### src/rtl/mem_copy_master_pkg.sv
// Shared Avalon-MM constants and the copy-engine state type.
package avmm_pkg;

  localparam int unsigned AVMM_ADDR_W  = 13;
  localparam int unsigned AVMM_DATA_W  = 32;
  localparam int unsigned ONCHIP_DEPTH = 7500;

  typedef enum logic [2:0] {
    IDLE    = 3'd0,
    RD_REQ  = 3'd1,
    RD_WAIT = 3'd2,
    WR_REQ  = 3'd3,
    FIN     = 3'd4
  } state_t;

endpackage

### src/rtl/mem_copy_master_if.sv
// Avalon-MM word-addressed bus between the copy master and the RAM slave port.
interface mem_copy_master_if
  import avmm_pkg::*;
#(
  parameter int unsigned ADDR_W = AVMM_ADDR_W,
  parameter int unsigned DATA_W = AVMM_DATA_W
);

  logic [ADDR_W-1:0]   address;
  logic                chipselect;
  logic                write;
  logic [DATA_W/8-1:0] byteenable;
  logic [DATA_W-1:0]   writedata;
  logic [DATA_W-1:0]   readdata;
  logic                waitrequest;

  modport master (
    output address, chipselect, write, byteenable, writedata,
    input  readdata, waitrequest
  );

  modport slave (
    input  address, chipselect, write, byteenable, writedata,
    output readdata, waitrequest
  );

endinterface

### src/rtl/mem_copy_master_addr_gen.sv
// Loadable up/down source/destination address pair plus remaining-word counter.
module copy_addr_gen
  import avmm_pkg::*;
#(
  parameter int unsigned ADDR_W = AVMM_ADDR_W
) (
  input  logic              clk,
  input  logic              reset_n,
  input  logic              load,
  input  logic              descend,
  input  logic              step,
  input  logic [ADDR_W-1:0] src_start,
  input  logic [ADDR_W-1:0] dst_start,
  input  logic [ADDR_W-1:0] len,
  output logic [ADDR_W-1:0] next_src,
  output logic [ADDR_W-1:0] next_dst,
  output logic              last
);

  logic [ADDR_W-1:0] cur_src, cur_dst, remaining, next_rem;
  logic              desc_q, next_desc;

  // next_* are exported so the master can register the bus address in the same edge.
  always_comb begin
    next_src  = cur_src;
    next_dst  = cur_dst;
    next_rem  = remaining;
    next_desc = desc_q;
    if (load) begin
      next_src  = src_start;
      next_dst  = dst_start;
      next_rem  = len;
      next_desc = descend;
    end else if (step) begin
      next_src = desc_q ? cur_src - ADDR_W'(1) : cur_src + ADDR_W'(1);
      next_dst = desc_q ? cur_dst - ADDR_W'(1) : cur_dst + ADDR_W'(1);
      next_rem = remaining - ADDR_W'(1);
    end
  end

  always_ff @(posedge clk or negedge reset_n) begin
    if (!reset_n) begin
      cur_src   <= '0;
      cur_dst   <= '0;
      remaining <= '0;
      desc_q    <= 1'b0;
    end else begin
      cur_src   <= next_src;
      cur_dst   <= next_dst;
      remaining <= next_rem;
      desc_q    <= next_desc;
    end
  end

  assign last = (remaining == ADDR_W'(1));

endmodule

### src/rtl/mem_copy_master.sv
// Avalon-MM master copying a block of words inside one RAM, overlap-safe by direction.
module mem_copy_master
  import avmm_pkg::*;
#(
  parameter int unsigned ADDR_W       = AVMM_ADDR_W,
  parameter int unsigned DATA_W       = AVMM_DATA_W,
  parameter int unsigned DEPTH        = ONCHIP_DEPTH,
  parameter int unsigned READ_LATENCY = 1
) (
  input  logic              clk,
  input  logic              reset_n,
  input  logic              start,
  input  logic [ADDR_W-1:0] src_addr,
  input  logic [ADDR_W-1:0] dst_addr,
  input  logic [ADDR_W-1:0] len,
  output logic              busy,
  output logic              done,
  output logic              err,
  mem_copy_master_if.master avm
);

  localparam int unsigned      LAT_W   = (READ_LATENCY > 1) ? $clog2(READ_LATENCY) : 1;
  localparam logic [ADDR_W:0]  DEPTH_X = (ADDR_W+1)'(DEPTH);
  localparam logic [LAT_W-1:0] LAT_END = LAT_W'(READ_LATENCY - 1);

  state_t              state, next_state;
  logic [LAT_W-1:0]    lat_cnt, lat_cnt_d;
  logic [DATA_W-1:0]   data_q, data_d;
  logic [ADDR_W-1:0]   address_q, address_d;
  logic                cs_q, cs_d, wr_q, wr_d;
  logic [DATA_W/8-1:0] be_q, be_d;
  logic                busy_d, done_d, err_d;

  logic [ADDR_W:0]     src_end, dst_end;
  logic                range_bad, descend, lat_done, load, read_accept, write_accept, last;
  logic [ADDR_W-1:0]   src_first, dst_first, next_src, next_dst;

  assign src_end      = {1'b0, src_addr} + {1'b0, len};
  assign dst_end      = {1'b0, dst_addr} + {1'b0, len};
  assign range_bad    = (src_end > DEPTH_X) || (dst_end > DEPTH_X);
  assign descend      = dst_addr > src_addr;
  assign src_first    = descend ? src_addr + len - ADDR_W'(1) : src_addr;
  assign dst_first    = descend ? dst_addr + len - ADDR_W'(1) : dst_addr;
  assign lat_done     = (lat_cnt == LAT_END);
  assign load         = (state == IDLE) && start;
  assign read_accept  = (state == RD_REQ) && !avm.waitrequest;
  assign write_accept = (state == WR_REQ) && !avm.waitrequest;

  copy_addr_gen #(.ADDR_W(ADDR_W)) u_addr_gen (
    .clk       (clk),
    .reset_n   (reset_n),
    .load      (load),
    .descend   (descend),
    .step      (write_accept),
    .src_start (src_first),
    .dst_start (dst_first),
    .len       (len),
    .next_src  (next_src),
    .next_dst  (next_dst),
    .last      (last)
  );

  always_ff @(posedge clk or negedge reset_n) begin
    if (!reset_n) begin
      state     <= IDLE;
      lat_cnt   <= '0;
      data_q    <= '0;
      address_q <= '0;
      cs_q      <= 1'b0;
      wr_q      <= 1'b0;
      be_q      <= '0;
      busy      <= 1'b0;
      done      <= 1'b0;
      err       <= 1'b0;
    end else begin
      state     <= next_state;
      lat_cnt   <= lat_cnt_d;
      data_q    <= data_d;
      address_q <= address_d;
      cs_q      <= cs_d;
      wr_q      <= wr_d;
      be_q      <= be_d;
      busy      <= busy_d;
      done      <= done_d;
      err       <= err_d;
    end
  end

  always_comb begin
    next_state = state;
    unique case (state)
      IDLE:    if (start) next_state = (range_bad || len == '0) ? FIN : RD_REQ;
      RD_REQ:  if (read_accept) next_state = RD_WAIT;
      RD_WAIT: if (lat_done) next_state = WR_REQ;
      WR_REQ:  if (write_accept) next_state = last ? FIN : RD_REQ;
      FIN:     next_state = IDLE;
      default: next_state = IDLE;
    endcase
  end

  // Outputs are decoded from next_state so every bus/status pin comes straight from a flop.
  always_comb begin
    cs_d      = (next_state == RD_REQ) || (next_state == WR_REQ);
    wr_d      = (next_state == WR_REQ);
    be_d      = wr_d ? '1 : '0;
    busy_d    = (next_state != IDLE);
    done_d    = (next_state == FIN);
    err_d     = (state == IDLE) && (next_state == FIN) && range_bad;
    address_d = address_q;
    if (next_state == RD_REQ)      address_d = next_src;
    else if (next_state == WR_REQ) address_d = next_dst;
    lat_cnt_d = (state == RD_WAIT) ? lat_cnt + LAT_W'(1) : '0;
    data_d    = (state == RD_WAIT && lat_done) ? avm.readdata : data_q;
  end

  assign avm.address    = address_q;
  assign avm.chipselect = cs_q;
  assign avm.write      = wr_q;
  assign avm.byteenable = be_q;
  assign avm.writedata  = data_q;

endmodule

### src/flat_wrapper.sv
// flat-port wrapper written by rule: the top's interface ports become plain ports
module mem_copy_master_flat import avmm_pkg::*;
#(
  parameter int unsigned ADDR_W       = AVMM_ADDR_W,
  parameter int unsigned DATA_W       = AVMM_DATA_W,
  parameter int unsigned DEPTH        = ONCHIP_DEPTH,
  parameter int unsigned READ_LATENCY = 1
)
  (clk, reset_n, start, src_addr, dst_addr, len, busy, done, err, avm_address, avm_chipselect, avm_write, avm_byteenable, avm_writedata, avm_readdata, avm_waitrequest);
  mem_copy_master_if #(.ADDR_W(ADDR_W), .DATA_W(DATA_W)) avm_i ();
  input  logic clk;
  input  logic reset_n;
  input  logic start;
  input  logic [ADDR_W-1:0] src_addr;
  input  logic [ADDR_W-1:0] dst_addr;
  input  logic [ADDR_W-1:0] len;
  output logic busy;
  output logic done;
  output logic err;
  output wire logic [$bits(avm_i.address)-1:0] avm_address;
  output wire logic [$bits(avm_i.chipselect)-1:0] avm_chipselect;
  output wire logic [$bits(avm_i.write)-1:0] avm_write;
  output wire logic [$bits(avm_i.byteenable)-1:0] avm_byteenable;
  output wire logic [$bits(avm_i.writedata)-1:0] avm_writedata;
  input wire logic [$bits(avm_i.readdata)-1:0] avm_readdata;
  input wire logic [$bits(avm_i.waitrequest)-1:0] avm_waitrequest;
  assign avm_address = avm_i.address;
  assign avm_chipselect = avm_i.chipselect;
  assign avm_write = avm_i.write;
  assign avm_byteenable = avm_i.byteenable;
  assign avm_writedata = avm_i.writedata;
  assign avm_i.readdata = avm_readdata;
  assign avm_i.waitrequest = avm_waitrequest;
  mem_copy_master #(.ADDR_W(ADDR_W), .DATA_W(DATA_W), .DEPTH(DEPTH), .READ_LATENCY(READ_LATENCY)) u_core (.clk(clk), .reset_n(reset_n), .start(start), .src_addr(src_addr), .dst_addr(dst_addr), .len(len), .busy(busy), .done(done), .err(err), .avm(avm_i));
endmodule
### config.mk
export PLATFORM = sky130hd
export DESIGN_NAME = mem_copy_master_flat
export DESIGN_NICKNAME = d
export VERILOG_FILES = /design/src/rtl/mem_copy_master_pkg.sv /design/src/rtl/mem_copy_master_if.sv /design/src/rtl/mem_copy_master_addr_gen.sv /design/src/rtl/mem_copy_master.sv /design/src/flat_wrapper.sv
export SDC_FILE = /design/constraint.sdc
export NUM_CORES = 1
export LEC_CHECK = 0
export CAP_MARGIN = 20
export CORE_UTILIZATION = 45
export CTS_CLUSTER_DIAMETER = 120
export DETAILED_ROUTE_END_ITERATION = 8
export GPL_ROUTABILITY_DRIVEN = 0
export PLACE_DENSITY_LB_ADDON = 0.2
export RECOVER_POWER = 100
export SYNTH_ARGS = -nofsm -noshare
export SYNTH_HDL_FRONTEND = slang
export SYNTH_SLANG_ARGS = --single-unit
### constraint.sdc
create_clock -name clk -period 4 [get_ports clk]
set_input_delay 1.2 -clock clk [delete_from_list [all_inputs] [get_ports clk]]
set_output_delay 1.2 -clock clk [all_outputs]
set_load 0.02 [all_outputs]
Yosys cells after proc, flatten, opt, wreduce, memory -nomap -nowiden. Cells that the tools add are included.

Register bits after elaboration: 98. Latch bits: 0. Memory bits (writable): 0. ROM bits: 0. Input bits: 75. Word-level logic and storage cells: 73. Memories: 0.

$add $sub $neg: 12. $mul: 0. Div/mod/pow operators: 0. $lt $le $gt $ge: 3. Equality and inequality tests: 7. Shift-type cells: 0. Multiplexer cells: 21. Bitwise operators: 1. Reduce and logical (&&, ||, !) cells: 15.

Operators by type and width (number): $mux 13 (12); $sub 13x1->13 const B (5); $add 13x13->14 (2); $gt 14x13->1 const B (2); $add 13x1->13 const B (2); $add 13x13->13 (2); $mux 3 (6); $eq 13x1->1 const B (1); $gt 13x13->1 (1); $logic_not 13->1 (1); $pmux 3 s4 (1); $eq 3x2->1 const B (3); $eq 3x1->1 const B (2); $logic_and 1x1->1 (6); $mux 4 (1); $reduce_bool 2->1 (2); $eq 3x3->1 const B (1); $logic_not 3->1 (1); $logic_or 1x1->1 (3); $reduce_bool 3->1 (1); $add 1x1->1 const B (1); $logic_not 1->1 (1); $mux 1 (1); $not 1->1 (1).

Depth between registers and ports, before layout. Gate-level depths: netlist of the first run.

Depth after elaboration: 10. Gate-level depth with buffers: 15. Gate-level depth less buffers: 15.

Modules after synthesis. A second synthesis of the first run with hierarchy kept.

Cells, all modules: 1047. Area total of the unflattened synthesis: 9132.5 um^2.

Modules (own cells, without submodules): mem_copy_master (times used 1, cells an instance 708, area an instance 6140.9 um^2); copy_addr_gen (times used 1, cells an instance 339, area an instance 2991.6 um^2).

Least setup slack after synthesis of the first run. Ideal clock, no wire load.

Path kind: input port to flip-flop. From: input dst_addr[0]. To: register u_core.address_q[10], in the netlist u_core.avm.address[10]. Library setup time: 0.125 ns. Arrival: 4.019 ns. Slack: -0.144 ns. Stages: 13. Cell sequence: ha_1 inv_1 fa_1 nand2b_1 a2111oi_0 nor3_1 xnor2_1 o211a_1 or4b_4 nand3_2 o21ai_4 buf_6 mux2_4.

Cells in the longest elaborated chain, start to end: 9. Elaborated cells between the ends (all ways): 19. Classes of those cells: add/sub (3); order compare (2); eq/ne (2); mux (9); reduce/logical (3).

Ends and longest elaborated chain: start: declaration (line flat_wrapper.sv:15) `input logic [ADDR_W-1:0] dst_addr;`; $add 13x13->14 (*) (line mem_copy_master.sv:39) `assign dst_end = {1'b0, dst_addr} + {1'b0, len};`; $gt 14x13->1 (*) (line mem_copy_master.sv:40) `assign range_bad = (src_end > DEPTH_X) || (dst_end > DEPTH_X);`; $logic_or 1x1->1 (*) (line mem_copy_master.sv:40); $logic_or 1x1->1 (*) (line mem_copy_master.sv:92) `IDLE: if (start) next_state = (range_bad || len == '0) ? FIN : RD_REQ;`; $mux 3 (*) (2 in a row) (line mem_copy_master.sv:92); $pmux 3 s4 (*) (line mem_copy_master.sv:91) `unique case (state)`; named net u_core.next_state[0] (line mem_copy_master.sv:26) `state_t state, next_state;`; $eq 3x1->1 / $eq 3x2->1 (equally long branches) (line mem_copy_master.sv:110, mem_copy_master.sv:111); $mux 13 / $reduce_bool 2->1 (equally long branches); end signal: assignment (line mem_copy_master.sv:79) `address_q <= address_d;`; end: declaration (line mem_copy_master.sv:29) `logic [ADDR_W-1:0] address_q, address_d;`.

The timed path passes the listed nets; every way through them passes the cells marked *. The select of a mux whose other input is x is not followed. A chain may end at the register's enable or synchronous reset.

Worst setup path after layout of the first run.
From: input dst_addr[4]. To: register u_core.address_q[0], in the netlist u_core.avm.address[0].

Elaborated cells between the ends (all ways): 17. Classes of those cells: add/sub (1); order compare (2); eq/ne (2); mux (9); reduce/logical (3).

RTL lines: $gt 13x13->1 (line mem_copy_master.sv:41) `assign descend = dst_addr > src_addr;`; $mux 13 (line mem_copy_master.sv:43) `assign dst_first = descend ? dst_addr + len - ADDR_W'(1) : dst_addr;`; $mux 13 (line mem_copy_master_addr_gen.sv:29) `if (load) begin`; named net u_core.next_dst[0] (line mem_copy_master.sv:36) `logic [ADDR_W-1:0] src_first, dst_first, next_src, next_dst;`; $mux 13 (line mem_copy_master.sv:111) `else if (next_state == WR_REQ) address_d = next_dst;`; $mux 13 (line mem_copy_master.sv:110) `if (next_state == RD_REQ) address_d = next_src;`.

The timed path passes the listed nets, and every way through them passes these cells. The select of a mux whose other input is x is not followed.

==> flow_metrics.env, run 1 <==
export IMPL_outcome="finished, violations left"
export IMPL_violated_checks="DRC, capacitance limit, slew limit"
export IMPL_clock_root_buffer="clkbuf_16"
export IMPL_switching_share=0.436
export IMPL_min_delay_start="u_core.avm.writedata[26]$_DFFE_PN0P_"
export IMPL_synth_enable_flop_cells=0
export IMPL_period_minus_slack_ns=3.94
export IMPL_viasPerCell=5.60
export IMPL_ys_flop_type="dfrtp_1"
export IMPL_min_path_type="register to register"
export IMPL_fmax_mhz=254
export IMPL_worstPathBufferInverterCount=4
export IMPL_syn_nets=1125
export IMPL_tightest_pin_transition_ns=1.83
export IMPL_synth_area_leaders="dfrtp_1 (28%), ha_1 (16%), mux2_2 (5.2%), inv_1 (4.8%), xnor2_1 (3.8%)"
export IMPL_critical_path_reg2reg_endpoint="u_core.avm.address[12]$_DFFE_PN0P_"
export IMPL_antenna_viol_nets_final=0
export IMPL_worstHoldEndpoint="u_core.avm.writedata[26]$_DFFE_PN0P_"
export IMPL_final_area_mm2=0.0120
export IMPL_synth_seq_area_share=0.280
export IMPL_power_static_leakage_nw=5.63
export IMPL_detail_route_iter0_violations=462
export IMPL_core_area_mm2=0.0181
export IMPL_synth_cells=935
export IMPL_required_ns=4.24
export IMPL_routed_wl_um=26100
export IMPL_cap_viol_max_count=2
export IMPL_placement_io_buffers=128
export IMPL_mappedNetlistArea_mm2=0.00839
export IMPL_globalRouteOverflowTotal=0
export IMPL_route_detailed_drc=6
export IMPL_synth_cell_type_count=84
export IMPL_synth_warning_count=0
export IMPL_drt_pass1_iter_count=7
export IMPL_crit_family="compound AO/OA/AOI/OAI gates"
export IMPL_grt_start_max_net_pins=81
export IMPL_antenna_cells=0
export IMPL_ys_async_sr_fraction=1.00
export IMPL_crit_slowest_cell="o31ai_4"
export IMPL_hold_violations=0
export IMPL_yosys_area_top_type="dfrtp_1"
export IMPL_crit_path_max_fanout=6
export IMPL_grt_pass1_wl_um=41100
export IMPL_cts_buffers=9
export IMPL_critical_path_class="input pin to register"
export IMPL_cts_tree="yes"
export IMPL_dieArea_mm2=0.0192
export IMPL_crit_path_cell_trace="dlygate4sd2_1 > buf_6 > ha_1 > nand3_2 > o21bai_4 > a31oi_1 > buf_4 > o31ai_4 > clkbuf_16 > o21ai_0 > a221o_1 > a22o_1 > mux2_2"
export IMPL_io_pins=129
export IMPL_area_growth_syn_to_layout_pct=42.5
export IMPL_reg2reg_slack_ns=0.92
export IMPL_p_int_w=0.00413
export IMPL_power_density_cell_area_mw_per_mm2=612
export IMPL_synth_top_area_share=0.280
export IMPL_max_clock_path_buffers=2
export IMPL_clock_skew_final_ns=0.0129
export IMPL_clkSinkCount=94
export IMPL_die_width_um=139
export IMPL_number_of_antenna_violations_at_the_first_check_in_global_routing=0
export IMPL_design_power_total_w=0.00732
export IMPL_worst_setup_path_start_kind="input pin"
export IMPL_path_clk_slew_ns=0.08
export IMPL_reg2regPathDepth=10
export IMPL_design_final_nets=1412
export IMPL_place_hpwl_um=20500
export IMPL_num_rows=49
export IMPL_h_tree_levels=3
export IMPL_num_vias=8153
export IMPL_grt_usage=0.273
export IMPL_p_sw_w=0.00319
export IMPL_floorplan_initialDensity=0.462
export IMPL_hold_path_depth=1
export IMPL_worst_slew_margin_rel=-0.222
export IMPL_vdd_drop_max_v=0.000343
export IMPL_die_h_um=139
export IMPL_cp_slowest_stage_delay_ns=0.54
export IMPL_seq_power_share=0.237
export IMPL_timing_final_setup_violations=0
export IMPL_p_clk_frac=0.120
export IMPL_worst_endpoint_arrival_ns=4.18
export IMPL_grt_pass1_vias=7981
export IMPL_post_synthesis_sequential_element_count=94
export IMPL_post_place_instance_area_mm2=0.0111
export IMPL_reg2reg_from="u_core.u_addr_gen.desc_q$_DFFE_PN0P_"
export IMPL_combPwrFrac=0.643
export IMPL_final_util=0.659
export IMPL_worstSkewPairLatency_ns=0.36
export IMPL_finalMaxSlewViolations=107
export IMPL_layout_drive_gt1_share=0.268
export IMPL_critical_path_endpoint_type="register"
export IMPL_avgRoutedWirePerCell_um=17.9
export IMPL_syn_mean_instance_area_um2=8.97
export IMPL_layout_worst_path_cycle_share=0.985
## cell type report
cell class | instances | area (um^2)
Multi-Input combinational cell | 700 | 5900
Sequential cell | 94 | 2350
Clock buffer | 9 | 225
Inverter | 111 | 419
Tap cell | 229 | 287
Clock inverter | 7 | 75.1
Fill cell | 1479 | 6190
Timing Repair Buffer | 306 | 2700
## synthesized netlist by cell type (6+ instances only)
library cell / n
o21a_1: 7
nor2b_1: 8
dfrtp_1: 94
xnor2_1: 36
mux2i_1: 9
nand3_1: 23
nor2_1: 60
mux2_2: 39
or3_1: 13
o221ai_1: 12
nand2b_1: 13
clkbuf_1: 20
a211oi_1: 15
inv_1: 108
nor3_1: 30
a22o_1: 11
ha_1: 109
o211ai_1: 10
a31oi_1: 7
xor2_1: 15
a22oi_1: 10
fa_1: 6
a21o_1: 10
a21oi_1: 50
nand2_1: 46
o21ai_0: 49
a221o_1: 7
## power groups by stage
stage          sequential [W]  combinational, W  clock [W]
3_5_place_dp          0.00176           0.00456          0
2_1_floorplan         0.00200           0.00266          0
4_1_cts               0.00174           0.00474   0.000889
6_report              0.00173           0.00470   0.000876
3_3_place_gp          0.00174           0.00448          0
5_1_grt               0.00180           0.00511   0.000921
## logic make-up (layout without fill, tap and decap cells)
family          count (synthesis)  in the layout  synth area share
compound gates                244            244             0.205
simple gates                  237            237             0.147
buf+inv                       141            433            0.0664
fa+ha+maj                     115            115             0.177
flops                          94             94             0.280
mux                            53             53            0.0720
xor+xnor                       51             51            0.0532
## sequential cells by signal (all words and copies together), names as in the netlist
register                     cells
u_core.avm.address              13
u_core.avm.byteenable            1
u_core.avm.chipselect            1
u_core.avm.writedata            32
u_core.busy                      1
u_core.done                      1
u_core.err                       1
u_core.lat_cnt                   1
u_core.state                     3
u_core.u_addr_gen.cur_dst       13
u_core.u_addr_gen.cur_src       13
u_core.u_addr_gen.desc_q         1
u_core.u_addr_gen.remaining     13
## per-layer routing
layer  track usage  up-vias  part of all wire
li1              -     3967                 -
met1         0.365     3896              0.45
met2         0.435      231              0.45
met3        0.0397       59             0.048
met4         0.132        0             0.044
met5             0        -                 0
## how the worst max path moves through the flow
stage	cells after the start	end	slack, ns	start
floorplan	13	u_core.avm.address[10]$_DFFE_PN0P_	0.0006	src_addr[0]
global placement	14	u_core.avm.address[8]$_DFFE_PN0P_	-0.87	len[0]
detailed placement	14	u_core.avm.address[12]$_DFFE_PN0P_	-0.91	len[0]
CTS	13	u_core.avm.address[12]$_DFFE_PN0P_	0.003	src_addr[8]
global route	15	u_core.avm.address[7]$_DFFE_PN0P_	-0.01	src_addr[2]
finish	13	u_core.avm.address[0]$_DFFE_PN0P_	0.06	dst_addr[4]
## per-stage QoR
stage	std cells	worst slack, ns	setup TNS, ns	hold WS (ns)
after floorplan	935	0.000627	0	0.484
after global placement	1427	-0.871	-17.41	0.487
after detailed placement	1427	-0.915	-19.30	0.494
after CTS	1449	0.00329	0	0.512
after global routing	1456	-0.0106	-0.0190	0.527
final	1456	0.0583	0	0.504
## timing repair
action	4_1_cts	5_1_grt
cloned	2	1
buffers inserted	4	5
hold buffers	0	0
pin swaps	32	27
resized for setup	109	41
setup endpoints to repair	23	17
## cells in the final DEF, fill, tap and decap left out, drive strengths merged, types with 11 or more instances in the layout
cell and count:
clkdlybuf4s50 41, mux2 44, a21oi 50, clkbuf 25, nand3 24, xor2 15, or3 13, dlygate4sd2 15
xnor2 36, o21ai 54, nor3 30, a22o 11, buf 170, dfrtp 94, a211oi 16, dlygate4sd3 56
nor2 60, o221ai 12, ha 109, nand2b 13, nand2 46, inv 115
No activity file was read; power rests on OpenSTA's default activity.
==> inputs of run 2 (changes only) <==
--- a/config.mk
+++ b/config.mk
@@ -6,7 +6,7 @@
 export NUM_CORES = 1
 export LEC_CHECK = 0
 export CAP_MARGIN = 20
-export CORE_UTILIZATION = 45
+export CORE_UTILIZATION = 56
 export CTS_CLUSTER_DIAMETER = 120
 export DETAILED_ROUTE_END_ITERATION = 8
 export GPL_ROUTABILITY_DRIVEN = 0
==> flow_metrics.env, run 2 (synthesis gave the netlist of run 1 again) <==
export IMPL_detailedPlace_worstSlack_ns=-1.04
export IMPL_violated_checks="capacitance limit, slew limit, setup timing"
export IMPL_place_hpwl_um=20300
export IMPL_timing_final_setup_violations=7
export IMPL_outcome="finished, violations left"
export IMPL_avgRoutedWirePerCell_um=21.7
export IMPL_critical_path_class="input pin to register"
export IMPL_crit_slowest_cell="or4b_1"
export IMPL_vdd_drop_max_v=0.000377
export IMPL_clock_root_buffer="clkbuf_16"
export IMPL_reg2regPathDepth=10
export IMPL_layout_worst_path_cycle_share=1.01
export IMPL_finalMaxSlewViolations=36
export IMPL_max_clock_path_buffers=2
export IMPL_min_path_type="register to register"
export IMPL_clock_skew_final_ns=0.0102
export IMPL_detail_route_iter0_violations=840
export IMPL_setup_slack_ns=-0.0465
export IMPL_fmax_mhz=247
export IMPL_die_h_um=124
export IMPL_number_of_antenna_violations_at_the_first_check_in_global_routing=0
export IMPL_core_area_mm2=0.0146
export IMPL_reg2reg_slack_ns=0.66
export IMPL_area_growth_syn_to_layout_pct=44.2
export IMPL_dieArea_mm2=0.0155
export IMPL_drt_pass1_iter_count=5
export IMPL_die_width_um=124
export IMPL_reg2reg_from="u_core.u_addr_gen.remaining[5]$_DFFE_PN0P_"
export IMPL_floorplan_initialDensity=0.575
export IMPL_tightest_pin_transition_ns=2.09
export IMPL_viasPerCell=6.34
export IMPL_design_final_nets=1415
export IMPL_route_detailed_drc=0
export IMPL_critical_path_reg2reg_endpoint="u_core.avm.address[3]$_DFFE_PN0P_"
export IMPL_worstSkewPairLatency_ns=0.36
export IMPL_num_rows=44
export IMPL_cp_slowest_stage_delay_ns=0.62
export IMPL_worst_setup_path_start_kind="input pin"
export IMPL_power_static_leakage_nw=5.70
export IMPL_io_pins=129
export IMPL_cts_tree="yes"
export IMPL_grt_usage=0.364
export IMPL_hold_path_depth=1
export IMPL_power_density_cell_area_mw_per_mm2=629
export IMPL_critical_path_endpoint_type="register"
export IMPL_routed_wl_um=30700
export IMPL_largest_register_ffs=32
export IMPL_path_clk_slew_ns=0.08
export IMPL_placement_io_buffers=128
export IMPL_layout_drive_gt1_share=0.286
export IMPL_grt_pass1_vias=8688
export IMPL_worst_endpoint_arrival_ns=4.27
export IMPL_design_power_total_w=0.00761
export IMPL_hold_violations=0
export IMPL_top_library_cells_by_usage_in_the_layout_fill_and_taps_aside="buf_4 (164), dfrtp_1 (94), ha_1 (90)"
export IMPL_antenna_cells=0
export IMPL_globalRouteOverflowTotal=0
export IMPL_worst_slew_margin_rel=-0.391
export IMPL_crit_path_max_fanout=7
export IMPL_period_minus_slack_ns=4.05
export IMPL_clkSinkCount=94
export IMPL_antenna_viol_nets_final=0
export IMPL_num_vias=8964
export IMPL_required_ns=4.22
export IMPL_cap_viol_max_count=1
export IMPL_worstPathBufferInverterCount=3
export IMPL_min_delay_start="u_core.avm.writedata[12]$_DFFE_PN0P_"
export IMPL_h_tree_levels=3
export IMPL_grt_start_max_net_pins=83
export IMPL_crit_path_cell_trace="dlygate4sd3_1 > nor2b_1 > nand3b_1 > or4b_1 > o21ai_0 > nor3b_1 > nor2_1 > o21ai_4 > buf_12 > buf_6 > mux2i_4"
export IMPL_worstHoldEndpoint="u_core.avm.writedata[12]$_DFFE_PN0P_"
export IMPL_final_common_cell="buf_4"
export IMPL_cts_buffers=9
export IMPL_crit_family="simple AND/OR/NAND/NOR gates"
export IMPL_grt_pass1_wl_um=44500
[run 2: cell types whose count changed in the layout (fill, tap and decap cells not counted), moves of 4 or more]
cell | before | now
a21oi_1 | 43 | 38
buf_4 | 155 | 164
clkbuf_2 | 7 | 2
ha_1 | 94 | 90
ha_4 | 12 | 16
inv_1 | 94 | 89
inv_2 | 16 | 21
mux2_2 | 38 | 32
mux2_4 | 5 | 10
nor3_2 | 3 | 7
[run 2: power by group]
part	total, W	internal [W]	switching (W)
Clock	0.000864	0.000442	0.000422
Sequential	0.00177	0.00143	0.000340
Combinational	0.00498	0.00231	0.00268
[run 2: cell type report]
type | count | area [um^2]
Clock buffer | 9 | 225
Clock inverter | 7 | 75.1
Fill cell | 792 | 2490
Inverter | 111 | 419
Multi-Input combinational cell | 701 | 6070
Sequential cell | 94 | 2350
Tap cell | 184 | 230
Timing Repair Buffer | 308 | 2730
[run 2: worst reg2reg max path: cells and delay by family (launching register included)]
kind                   cells  cell delay [ns]
multiplexers               1             0.17
AO/OA/AOI/OAI              2             0.29
AND/OR/NAND/NOR            5             2.02
flip-flops                 1             0.41
buffers and inverters      2             0.31
[run 2: worst max-delay path by stage]
stage          depth (start not counted)            start                                 end  slack [ns]
6_report                              11  avm_waitrequest   u_core.avm.address[3]$_DFFE_PN0P_       -0.05
5_1_grt                               11  avm_waitrequest   u_core.avm.address[3]$_DFFE_PN0P_       -0.11
4_1_cts                               12      src_addr[5]   u_core.avm.address[1]$_DFFE_PN0P_       0.001
3_5_place_dp                          13           len[0]   u_core.avm.address[5]$_DFFE_PN0P_       -1.04
3_3_place_gp                          13           len[0]   u_core.avm.address[5]$_DFFE_PN0P_       -0.96
2_1_floorplan                         13      src_addr[0]  u_core.avm.address[10]$_DFFE_PN0P_      0.0006
[run 2: layer usage]
layer | global-route usage | part of all wire
met2 | 0.622 | 0.48
met5 | 0 | 0
met1 | 0.455 | 0.37
met3 | 0.0571 | 0.082
met4 | 0.157 | 0.059
[run 2: what timing repair did]
action,4_1_cts,5_1_grt
endpoints found under the hold margin,0,0
gates resized for setup,105,63
cloned,2,1
setup buffers,12,5
hold buffers,0,0
pin swaps,31,29
setup endpoints to repair,23,18
[run 2: per-stage QoR]
step | cell area, um^2 | setup TNS (ns) | utilization | instances | hold slack (ns)
global route | 12100 | -0.793 | 0.830 | 1414 | 0.521
CTS | 11800 | 0 | 0.807 | 1407 | 0.511
global placement | 11000 | -18.79 | 0.755 | 1377 | 0.488
finish | 12100 | -0.170 | 0.830 | 1414 | 0.502
detailed placement | 11000 | -21.24 | 0.755 | 1377 | 0.495
floorplan | 8400 | 0 | - | 935 | 0.484
